===== config.mk =====
export PLATFORM = sky130hd
export DESIGN_NAME = dly_cmd_arbiter
export DESIGN_NICKNAME = d
export VERILOG_FILES = /design/src/rtl/dly_ctrl_pkg.sv /design/src/rtl/dly_rr_arbiter.sv /design/src/rtl/dly_cmd_arbiter.sv
export SDC_FILE = /design/constraint.sdc
export NUM_CORES = 1
export LEC_CHECK = 0
export BUFFER_PORTS_ARGS = -buffer_cell sky130_fd_sc_hd__buf_4
export CORE_MARGIN = 1
export CORE_UTILIZATION = 55
export CTS_CLUSTER_DIAMETER = 120
export DETAILED_ROUTE_END_ITERATION = 6
export PLACE_DENSITY = 0.79
export RECOVER_POWER = 25
export SYNTH_ARGS = -nofsm -noshare
export SYNTH_HDL_FRONTEND = slang
export SYNTH_SLANG_ARGS = --single-unit

===== constraint.sdc =====
create_clock -name clk -period 5.7 [get_ports clk]
set_input_delay 1.14 -clock clk [delete_from_list [all_inputs] [get_ports clk]]
set_output_delay 1.14 -clock clk [all_outputs]
set_load 0.01 [all_outputs]

===== src/rtl/dly_ctrl_pkg.sv =====
// Shared encodings for the GearBox delay command arbiter: command op codes,
// sequencer states and the read-latency counter width.
package dly_ctrl_pkg;

  typedef enum logic [1:0] {
    OP_NONE = 2'd0,
    OP_RD   = 2'd1,
    OP_ADJ  = 2'd2,
    OP_LD   = 2'd3
  } dly_op_e;

  typedef enum logic [2:0] {
    ST_IDLE    = 3'd0,
    ST_SETUP   = 3'd1,
    ST_STROBE  = 3'd2,
    ST_WAIT    = 3'd3,
    ST_CAPTURE = 3'd4
  } dly_state_e;

  // Holds RD_LAT-1 for RD_LAT up to 7.
  localparam int unsigned LAT_CNT_W = 3;

  // Index width that stays legal for a single channel.
  function automatic int idx_width(input int n);
    return (n > 1) ? $clog2(n) : 1;
  endfunction

endpackage


===== src/rtl/dly_rr_arbiter.sv =====
// Round-robin grant over the channel pending flags. The pointer names the
// first channel to consider and moves past the winner only when the grant
// is accepted.
module dly_rr_arbiter
  import dly_ctrl_pkg::*;
#(
  parameter int N = 5,
  localparam int IW = idx_width(N)
) (
  input  logic          clk,
  input  logic          rst,
  input  logic [N-1:0]  req_i,
  input  logic          accept_i,
  output logic [N-1:0]  gnt_o,
  output logic [IW-1:0] gnt_idx_o,
  output logic          gnt_vld_o
);

  logic [IW-1:0] ptr_q, ptr_d;

  // Scan requests from the pointer, wrapping once; first hit wins.
  always_comb begin
    int j;
    j         = 0;
    gnt_o     = '0;
    gnt_idx_o = '0;
    gnt_vld_o = 1'b0;
    for (int i = 0; i < N; i++) begin
      j = int'(ptr_q) + i;
      if (j >= N) j = j - N;
      if (!gnt_vld_o && req_i[j]) begin
        gnt_vld_o = 1'b1;
        gnt_o[j]  = 1'b1;
        gnt_idx_o = IW'(j);
      end
    end
  end

  // Next search starts just after the accepted winner.
  always_comb begin
    ptr_d = ptr_q;
    if (accept_i && gnt_vld_o) begin
      ptr_d = (int'(gnt_idx_o) == N - 1) ? '0 : gnt_idx_o + 1'b1;
    end
  end

  // Pointer register, synchronous active-low reset to channel 0.
  always_ff @(posedge clk) begin
    if (!rst) ptr_q <= '0;
    else      ptr_q <= ptr_d;
  end

endmodule


===== src/rtl/dly_cmd_arbiter.sv =====
// Serialises per-channel delay load/adjust/read requests onto the single
// GearBox delay control port and returns the resulting tap value.
//
// state   | meaning
// IDLE    | address held; grant next pending channel round-robin
// SETUP   | new address settles, no strobes
// STROBE  | one-cycle ld or adj(+incdec) strobe; nothing for a read
// WAIT    | RD_LAT cycles for the GearBox tap value to become valid
// CAPTURE | tap value latched into the granted channel's slice
module dly_cmd_arbiter
  import dly_ctrl_pkg::*;
#(
  parameter int                      NUM_GB_SITES  = 20,
  parameter int                      NUM_DLY       = 5,
  parameter logic [NUM_GB_SITES-1:0] DLY_LOC       = 'h0_0117,
  parameter int                      ADDR_WIDTH    = 5,
  parameter int                      DLY_TAP_WIDTH = 6,
  parameter int                      RD_LAT        = 2
) (
  input  logic                             clk,
  input  logic                             rst,
  input  logic [NUM_DLY-1:0]               usr_dly_ld,
  input  logic [NUM_DLY-1:0]               usr_dly_adj,
  input  logic [NUM_DLY-1:0]               usr_dly_incdec,
  input  logic [NUM_DLY-1:0]               usr_rd_dly_value,
  input  logic [DLY_TAP_WIDTH-1:0]         cntrl_dly_tap_value,
  output logic [ADDR_WIDTH-1:0]            f2g_dly_addr,
  output logic                             cntrl_dly_ld,
  output logic                             cntrl_dly_adj,
  output logic                             cntrl_dly_incdec,
  output logic [NUM_DLY*DLY_TAP_WIDTH-1:0] usr_dly_tap_value_out,
  output logic [NUM_DLY-1:0]               usr_dly_tap_vld,
  output logic [NUM_DLY-1:0]               usr_dly_busy,
  output logic [NUM_DLY-1:0]               usr_dly_ovr
);

  localparam int IW = idx_width(NUM_DLY);

  // Site index of the k-th set bit of DLY_LOC, counted from bit 0.
  function automatic int site_of(input int k);
    int seen;
    site_of = 0;
    seen    = 0;
    for (int b = 0; b < NUM_GB_SITES; b++) begin
      if (DLY_LOC[b]) begin
        if (seen == k) site_of = b;
        seen++;
      end
    end
  endfunction

  dly_state_e                 state_q, state_d;
  dly_op_e                    pend_op_q [NUM_DLY];
  dly_op_e                    pend_op_d [NUM_DLY];
  logic [NUM_DLY-1:0]         pend_inc_q, pend_inc_d;
  logic [NUM_DLY-1:0]         pend_vld;
  logic [NUM_DLY-1:0]         ovr_d, ovr_q;
  logic [NUM_DLY-1:0]         gnt_q, vld_q;
  logic [IW-1:0]              idx_q;
  dly_op_e                    op_q;
  logic                       inc_q;
  logic [ADDR_WIDTH-1:0]      addr_q;
  logic [LAT_CNT_W-1:0]       cnt_q;
  logic                       ld_q, adj_q, incdec_q;
  logic [DLY_TAP_WIDTH-1:0]   tap_q [NUM_DLY];
  logic [ADDR_WIDTH-1:0]      site_tbl [NUM_DLY];
  logic [NUM_DLY-1:0]         rr_gnt;
  logic [IW-1:0]              rr_idx;
  logic                       rr_vld;
  logic                       accept;

  for (genvar g = 0; g < NUM_DLY; g++) begin : g_chan
    localparam int SITE = site_of(g);
    assign site_tbl[g] = ADDR_WIDTH'(SITE);
    assign pend_vld[g] = (pend_op_q[g] != OP_NONE);
    assign usr_dly_tap_value_out[g*DLY_TAP_WIDTH +: DLY_TAP_WIDTH] = tap_q[g];
  end

  assign accept = (state_q == ST_IDLE) && rr_vld;

  dly_rr_arbiter #(.N(NUM_DLY)) u_rr (
    .clk       (clk),
    .rst       (rst),
    .req_i     (pend_vld),
    .accept_i  (accept),
    .gnt_o     (rr_gnt),
    .gnt_idx_o (rr_idx),
    .gnt_vld_o (rr_vld)
  );

  // Pending update: a grant empties the entry first, so a request arriving
  // on the channel being granted queues behind it. LD always wins, RD only
  // fills an empty entry, ADJ onto ADJ/LD is dropped and flagged.
  always_comb begin
    pend_inc_d = pend_inc_q;
    ovr_d      = '0;
    for (int k = 0; k < NUM_DLY; k++) begin
      pend_op_d[k] = pend_op_q[k];
      if (accept && rr_gnt[k]) pend_op_d[k] = OP_NONE;
      if (usr_dly_ld[k]) begin
        pend_op_d[k] = OP_LD;
      end else if (usr_dly_adj[k]) begin
        if (pend_op_d[k] == OP_ADJ || pend_op_d[k] == OP_LD) begin
          ovr_d[k] = 1'b1;
        end else begin
          pend_op_d[k]  = OP_ADJ;
          pend_inc_d[k] = usr_dly_incdec[k];
        end
      end else if (usr_rd_dly_value[k] && pend_op_d[k] == OP_NONE) begin
        pend_op_d[k] = OP_RD;
      end
    end
  end

  // Sequencer next state.
  always_comb begin
    state_d = state_q;
    case (state_q)
      ST_IDLE:    if (accept) state_d = ST_SETUP;
      ST_SETUP:   state_d = ST_STROBE;
      ST_STROBE:  state_d = ST_WAIT;
      ST_WAIT:    if (cnt_q == '0) state_d = ST_CAPTURE;
      ST_CAPTURE: state_d = ST_IDLE;
      default:    state_d = ST_IDLE;
    endcase
  end

  // State, pending, grant context, registered strobes, wait counter and taps.
  always_ff @(posedge clk) begin
    if (!rst) begin
      state_q    <= ST_IDLE;
      pend_inc_q <= '0;
      ovr_q      <= '0;
      gnt_q      <= '0;
      vld_q      <= '0;
      idx_q      <= '0;
      op_q       <= OP_NONE;
      inc_q      <= 1'b0;
      addr_q     <= '0;
      cnt_q      <= '0;
      ld_q       <= 1'b0;
      adj_q      <= 1'b0;
      incdec_q   <= 1'b0;
      for (int k = 0; k < NUM_DLY; k++) begin
        pend_op_q[k] <= OP_NONE;
        tap_q[k]     <= '0;
      end
    end else begin
      state_q    <= state_d;
      pend_op_q  <= pend_op_d;
      pend_inc_q <= pend_inc_d;
      ovr_q      <= ovr_d;
      if (accept) begin
        gnt_q  <= rr_gnt;
        idx_q  <= rr_idx;
        op_q   <= pend_op_q[rr_idx];
        inc_q  <= pend_inc_q[rr_idx];
        addr_q <= site_tbl[rr_idx];
      end
      ld_q     <= (state_q == ST_SETUP) && (op_q == OP_LD);
      adj_q    <= (state_q == ST_SETUP) && (op_q == OP_ADJ);
      incdec_q <= (state_q == ST_SETUP) && (op_q == OP_ADJ) && inc_q;
      if (state_q == ST_STROBE)                cnt_q <= LAT_CNT_W'(RD_LAT - 1);
      else if (state_q == ST_WAIT && cnt_q != '0) cnt_q <= cnt_q - 1'b1;
      vld_q <= '0;
      if (state_q == ST_CAPTURE) begin
        tap_q[idx_q] <= cntrl_dly_tap_value;
        vld_q        <= gnt_q;
      end
    end
  end

  assign f2g_dly_addr     = addr_q;
  assign cntrl_dly_ld     = ld_q;
  assign cntrl_dly_adj    = adj_q;
  assign cntrl_dly_incdec = incdec_q;
  assign usr_dly_tap_vld  = vld_q;
  assign usr_dly_ovr      = ovr_q;
  assign usr_dly_busy     = pend_vld | (gnt_q & {NUM_DLY{state_q != ST_IDLE}});

endmodule


Yosys cells after proc, flatten, opt, wreduce, memory -nomap -nowiden
Memory sizes are Yosys's and may differ from the RTL's. A register that Yosys moved wholly into a read port is not among the register bits.
Cells that the tools add are included.
{ "word_totals": {"output_inout_bits": 53, "ramBits": 30, "mem_bits_ro": 40, "regBits": 48, "mem_count": 2, "wordCells": 256, "input_bits": 28} }
{ "classes": {"n_mux": 93, "n_eq_ne": 19, "add_sub_neg": 11, "order_cmp": 17, "n_reduce_logical": 64, "n_bitwise": 23} }
{ "mem_list": {"columns": ["name", "words", "width", "read_ports", "rd_clocked_by_memory_dff", "write_ports", "line", "source"], "rows": [
  ["(name not given)", 8, 5, 1, 1, 0, "dly_cmd_arbiter.sv:158", "addr_q <= site_tbl[rr_idx];"],
  ["tap_q", 5, 6, 5, 0, 5, "dly_cmd_arbiter.sv:65", "logic [DLY_TAP_WIDTH-1:0] tap_q [NUM_DLY];"]
]} }
{ "op_table": {"columns": ["cell", "count"], "rows": [
  ["32-bit by 1-bit greater-or-equal comparator with 1-bit output (second input constant)", 5],
  ["32-bit by 5-bit less-than comparator with 1-bit output (second input constant)", 5],
  ["32-bit 2-to-1 mux", 5],
  ["32-bit by 4-bit greater-or-equal comparator with 1-bit output (second input constant)", 4],
  ["32-bit by 4-bit subtractor with 32-bit output (second input constant)", 4],
  ["2-bit 2-to-1 mux", 27],
  ["1-bit 2-to-1 mux", 33],
  ["3-bit 2-to-1 mux", 9],
  ["1-bit logical AND", 25],
  ["5-bit 2-to-1 mux", 5],
  ["5-bit OR", 5],
  ["2-bit equality test (second input constant)", 12],
  ["1-bit binary-select mux with 3-bit select", 6],
  ["1-bit NOT", 16],
  ["1-bit demux with 3-bit select", 5],
  ["3-bit AND reduction", 5],
  ["3-bit OR reduction", 5],
  ["3-bit one-hot mux with 4 select lines", 1],
  ["2-bit nonzero test", 6],
  ["2-bit logical NOT", 5],
  ["3-bit by 2-bit adder with 4-bit output (second input constant)", 2],
  ["2-bit binary-select mux with 3-bit select", 1],
  ["3-bit by 2-bit equality test with 1-bit output (second input constant)", 2],
  ["3-bit equality test (second input constant)", 2],
  ["20 further kinds", 32]
]} }

Logic depth before layout (Yosys ltp)
{ "logic_depth": {"depth_word": 26, "ltp_mapped": 21, "ltp_nobuf": 17} }

Hierarchy
From an unflattened synthesis, not the netlist that was laid out.
{ "hier_totals": {"hier_cells": 542, "hier_area_um2": 5047.3} }
{ "modules_own_cells": {"columns": ["module", "cells_per_inst", "seq_area_each_um2", "area_each_um2", "instances"], "rows": [
  ["dly_cmd_arbiter", 294, 1861.8, 3304.4, 1],
  ["dly_rr_arbiter", 248, 60.1, 1742.9, 1]
]} }

Least setup slack after synthesis
OpenSTA, ideal clock, no wires.
{ "synth_path": {"kind": "reg-to-reg", "startpoint": "reg u_rr.ptr_q[0]", "endpoint": "reg u_rr.ptr_q[2]", "required_time_ns": 5.630, "n_path_buf": 3, "setup_slack_ns": 1.004, "path_stages_with_launch": 20, "setup_time_ns": 0.070, "period_less_slack_ns": 4.696, "t_arrival_ns": 4.625, "cell_sequence": "dfxtp_1 > buf_2 > inv_1 > clkbuf_1 > ha_1 > fa_1 > nor2b_1 > a21oi_1 > o32a_1 > o221ai_1 > a2111oi_1 > nand3_1 > nand3_1 > and2_1 > buf_2 > inv_1 > ha_1 > ha_1 > or3_1 > a21oi_1"} }
{ "synth_between": {"elab_chain_len": 20, "elab_cells_between_ends": 57, "cone_classes": "add/sub (10); order compare (5); eq/ne (1); mux (31); reduce/logical (10)"} }
{ "synth_lines": {"columns": ["element", "line", "source"], "rows": [
  ["start, declared", "dly_rr_arbiter.sv:19", "logic [IW-1:0] ptr_q, ptr_d;"],
  ["start signal, assigned", "dly_rr_arbiter.sv:50", "else ptr_q <= ptr_d;"],
  ["branches (longest 17 deep; another with 32-bit by 4-bit subtractor with 32-bit output)", null, null],
  ["3-bit 2-to-1 mux (*)", "dly_rr_arbiter.sv:31", "if (!gnt_vld_o && req_i[j]) begin"],
  ["via rr_idx[1]", "dly_cmd_arbiter.sv:68", "logic [IW-1:0] rr_idx;"],
  ["3-bit by 1-bit adder with 3-bit output / 3-bit equality test (equally long branches)", "dly_rr_arbiter.sv:43", "ptr_d = (int'(gnt_idx_o) == N - 1) ? '0 : gnt_idx_o + 1'b1;"],
  ["3-bit 2-to-1 mux (*)", "dly_rr_arbiter.sv:43", null]
]} }
Mark *: on every way through the listed nets, which the timed path passes. The select of a mux whose other input is x is not followed.
A chain may end at the register's enable or synchronous reset.

Worst setup path in the final report
{ "layout_path": {"startpoint": "reg u_rr.ptr_q[1]", "endpoint": "reg u_rr.ptr_q[2]"} }
Same word-level chain as after synthesis.

==> results.yml <==
cts:
  cts_buffer_depth: 2
  post-cts-setup-buffers: 0
  cts_tree: "built"
  cts.reportedPaths.clkPinSlew_ns: 0.09
  cts-root-buf: "clkbuf_8"
  numCtsBuffers: 9
  htreeDepth: 3
  cts_hold_buf: 0
  clkLatencyLatePin_ns: 0.36
  cts_resized: 0
  cts.sinks: 81
worst_hold_path:
  min-delay-path-class: "reg -> reg"
drt:
  antenna_left: 0
  first_iter_violations: 339
  drt-total-wl_um: 16300
  wl_per_cell_um: 20.7
  num_vias: 5075
  avgViaCountPerCell: 6.46
  drt_pass1_iterations: 7
  drc: 1
sta:
  clock-skew-final_ns: 0.0195
  whs_ns: 0.442
  post-route-min-period_ns: 5.08
  finalSetupTns_ns: 0
  fin_ws_ns: 0.620
  timing.final.crit_share_pct: 89.1
  finalSetupViolations: 0
  slew_headroom_pct: -1.79
  hold_viol: 0
  drv_slew: 33
  fmax_mhz: 197
  rsz0062_at_grt: "no"
  tightest_slew_ns: 1.53
final_layout:
  drive_above_1_share_pct: 14.1
  fill_cells: 794
  final_cell_mix: "61 x nand2_1, 60 x buf_4, 51 x dfxtp_1"
  area_delta_synth_final_pct: 14.3
  layoutNonFillerInstCount: 785
  mostFrequentLayoutCell: "nand2_1"
  nets: 721
  antenna_cells: 0
setup_path:
  crit_type: "reg -> reg"
  required_ns: 5.96
  cp_max_fo: 11
  critPathCaptureType: "flop"
  start_kind: "flop"
  arrival_ns: 5.34
global_routing:
  antenna_found_initial: 0
  grt_pass1_wl_um: 25600
  grt_max_degree: 40
  gr-usage-all-layers_pct: 33.9
  grt_pass1_vias: 4733
  overflow: 0
pwr:
  peakVddDrop_mv: 0.306
  p_leak_nw: 2.34
  power_density_mw_per_mm2: 470
place:
  dp.cells: 769
  port_buffers: 79
  place_ws_ns: 0.793
  hpwl_um: 12400
  gp_congestion: 1.04
floorplan:
  die_area_mm2: 0.00982
  ioPinCount: 81
  core_area_mm2: 0.00920
  die_w_um: 99.1
  rows: 35
  fp.dieH_um: 99.1
  initial_core_util_pct: 56.4
yosys:
  syn_area_mm2: 0.00519
  synthArstFlopShare_pct: 0
  synthCells: 601
  ys_warn_count: 0
  syn_nets: 653
  synth_edf_count: 30
  netlist_top_cells_area: "dfxtp_1 20%, edfxtp_1 17%, ha_1 5.5%, and2_1 4.8%, nand2_1 4.4%"
  synth.avg_cell_area_um2: 8.63
  synth_top_cell_by_area: "dfxtp_1"
  yosys.area.top_type_share_pct: 19.7
  yosysUniqueCellTypes: 76
  ys_ff_latch: 81
  yosysSeqAreaShare_pct: 37.1
  ys.flop_type: "dfxtp_1"
outcome:
  violations: "design-rule violations, max-capacitance violations, max-slew violations"
  run_status: "finished, violations left"
run:
  drv_cap: 1
-- metal layers --
| metal | part of all wire, % | wire (um) | track usage, % |
|---|---|---|---|
| met1 | 42 | 6750 | 43.6 |
| met3 | 8.1 | 1320 | 7.52 |
| met4 | 4.1 | 659 | 16.3 |
| met5 | 0 | 0 | 0 |
| met2 | 46 | 7520 | 54.4 |
-- sequential cells by signal, summed over array words and instances, names as in the netlist, 3 cells and up --
register and flops:
state_q 3, pend_op_q 10, pend_inc_q 5, tap_q 30, usr_dly_tap_vld 5, u_rr.ptr_q 3
f2g_dly_addr 4, cnt_q 3, gnt_q 5, usr_dly_ovr 5
-- synthesized netlist by cell type, types with 6 or more instances --
master / instances
o21ai_0: 12
ha_1: 23
nand2b_1: 17
dfxtp_1: 51
nor4_1: 6
edfxtp_1: 30
or3_1: 6
a211oi_1: 20
and3_1: 13
mux2i_1: 8
nand2_1: 61
nand3_1: 14
o31ai_1: 8
a31oi_1: 10
buf_2: 11
and2_1: 40
clkbuf_1: 16
nor2b_1: 10
o221ai_1: 6
nor3_1: 22
a21oi_1: 38
nor2_1: 47
inv_1: 26
-- final timing paths --
kind	startpoint	end	slack, ns	cells after the start
min reg2reg	op_q[0]	cntrl_dly_ld	0.44	2
max	u_rr.ptr_q[1]	u_rr.ptr_q[2]	0.62	16
min	op_q[0]	cntrl_dly_ld	0.44	2
max reg2reg	u_rr.ptr_q[1]	u_rr.ptr_q[2]	0.62	16
-- stage by stage --
step / area [um^2] / power [mW] / util, %
floorplan: 5190 / 1.85 / -
global placement: 5840 / 2.29 / 63.6
detailed placement: 5840 / 2.31 / 63.6
CTS: 6040 / 2.75 / 65.7
global route: 5930 / 2.96 / 64.5
finish: 5930 / 2.79 / 64.5
-- power breakdown --
group          internal, mW  switching, mW  total (mW)
Clock                 0.208          0.237       0.445
Combinational         0.563           1.05        1.61
Sequential            0.666         0.0658       0.732
Total                  1.44           1.35        2.79
-- critical path: stages (launching register included) --
cell and delay, ns:
dfxtp_1 0.50, inv_1 0.28, ha_1 0.36, ha_1 0.47, inv_1 0.19, a32oi_1 0.20, o221ai_1 0.28, a2bb2oi_1 0.21
a2111oi_1 0.65, nand3_1 0.16, nand3_1 0.25, and2_1 0.37, inv_1 0.12, ha_1 0.20, ha_1 0.26, or3_1 0.37
a21oi_1 0.14
-- area by class of cell --
class                   instances  area, um^2  area share [%]
clock inverters                 7        76.3            1.29
well taps                     111         139            2.34
inverters                      26        97.6            1.65
multi-input cells             460        3000            50.7
flip-flops and latches         81        1920            32.4
clock buffers                   9         124            2.09
repair buffers                 91         567            9.56
-- kinds of logic (layout without fill, tap and decap cells) --
| family | count (synthesis) | after routing | share of synthesized area (%) |
|---|---|---|---|
| and+or+nand+nor | 266 | 266 | 27.2 |
| AOI/OAI and AO/OA | 153 | 153 | 21.4 |
| DFF | 81 | 81 | 37.1 |
| buffers and inverters | 60 | 133 | 5.04 |
| adders and majority gates | 24 | 24 | 5.93 |
| muxes | 11 | 11 | 2.41 |
| xor gates and xnor gates | 5 | 5 | 0.844 |
| other | 1 | 1 | 0.0723 |
No activity file was read; power rests on OpenSTA's default activity.
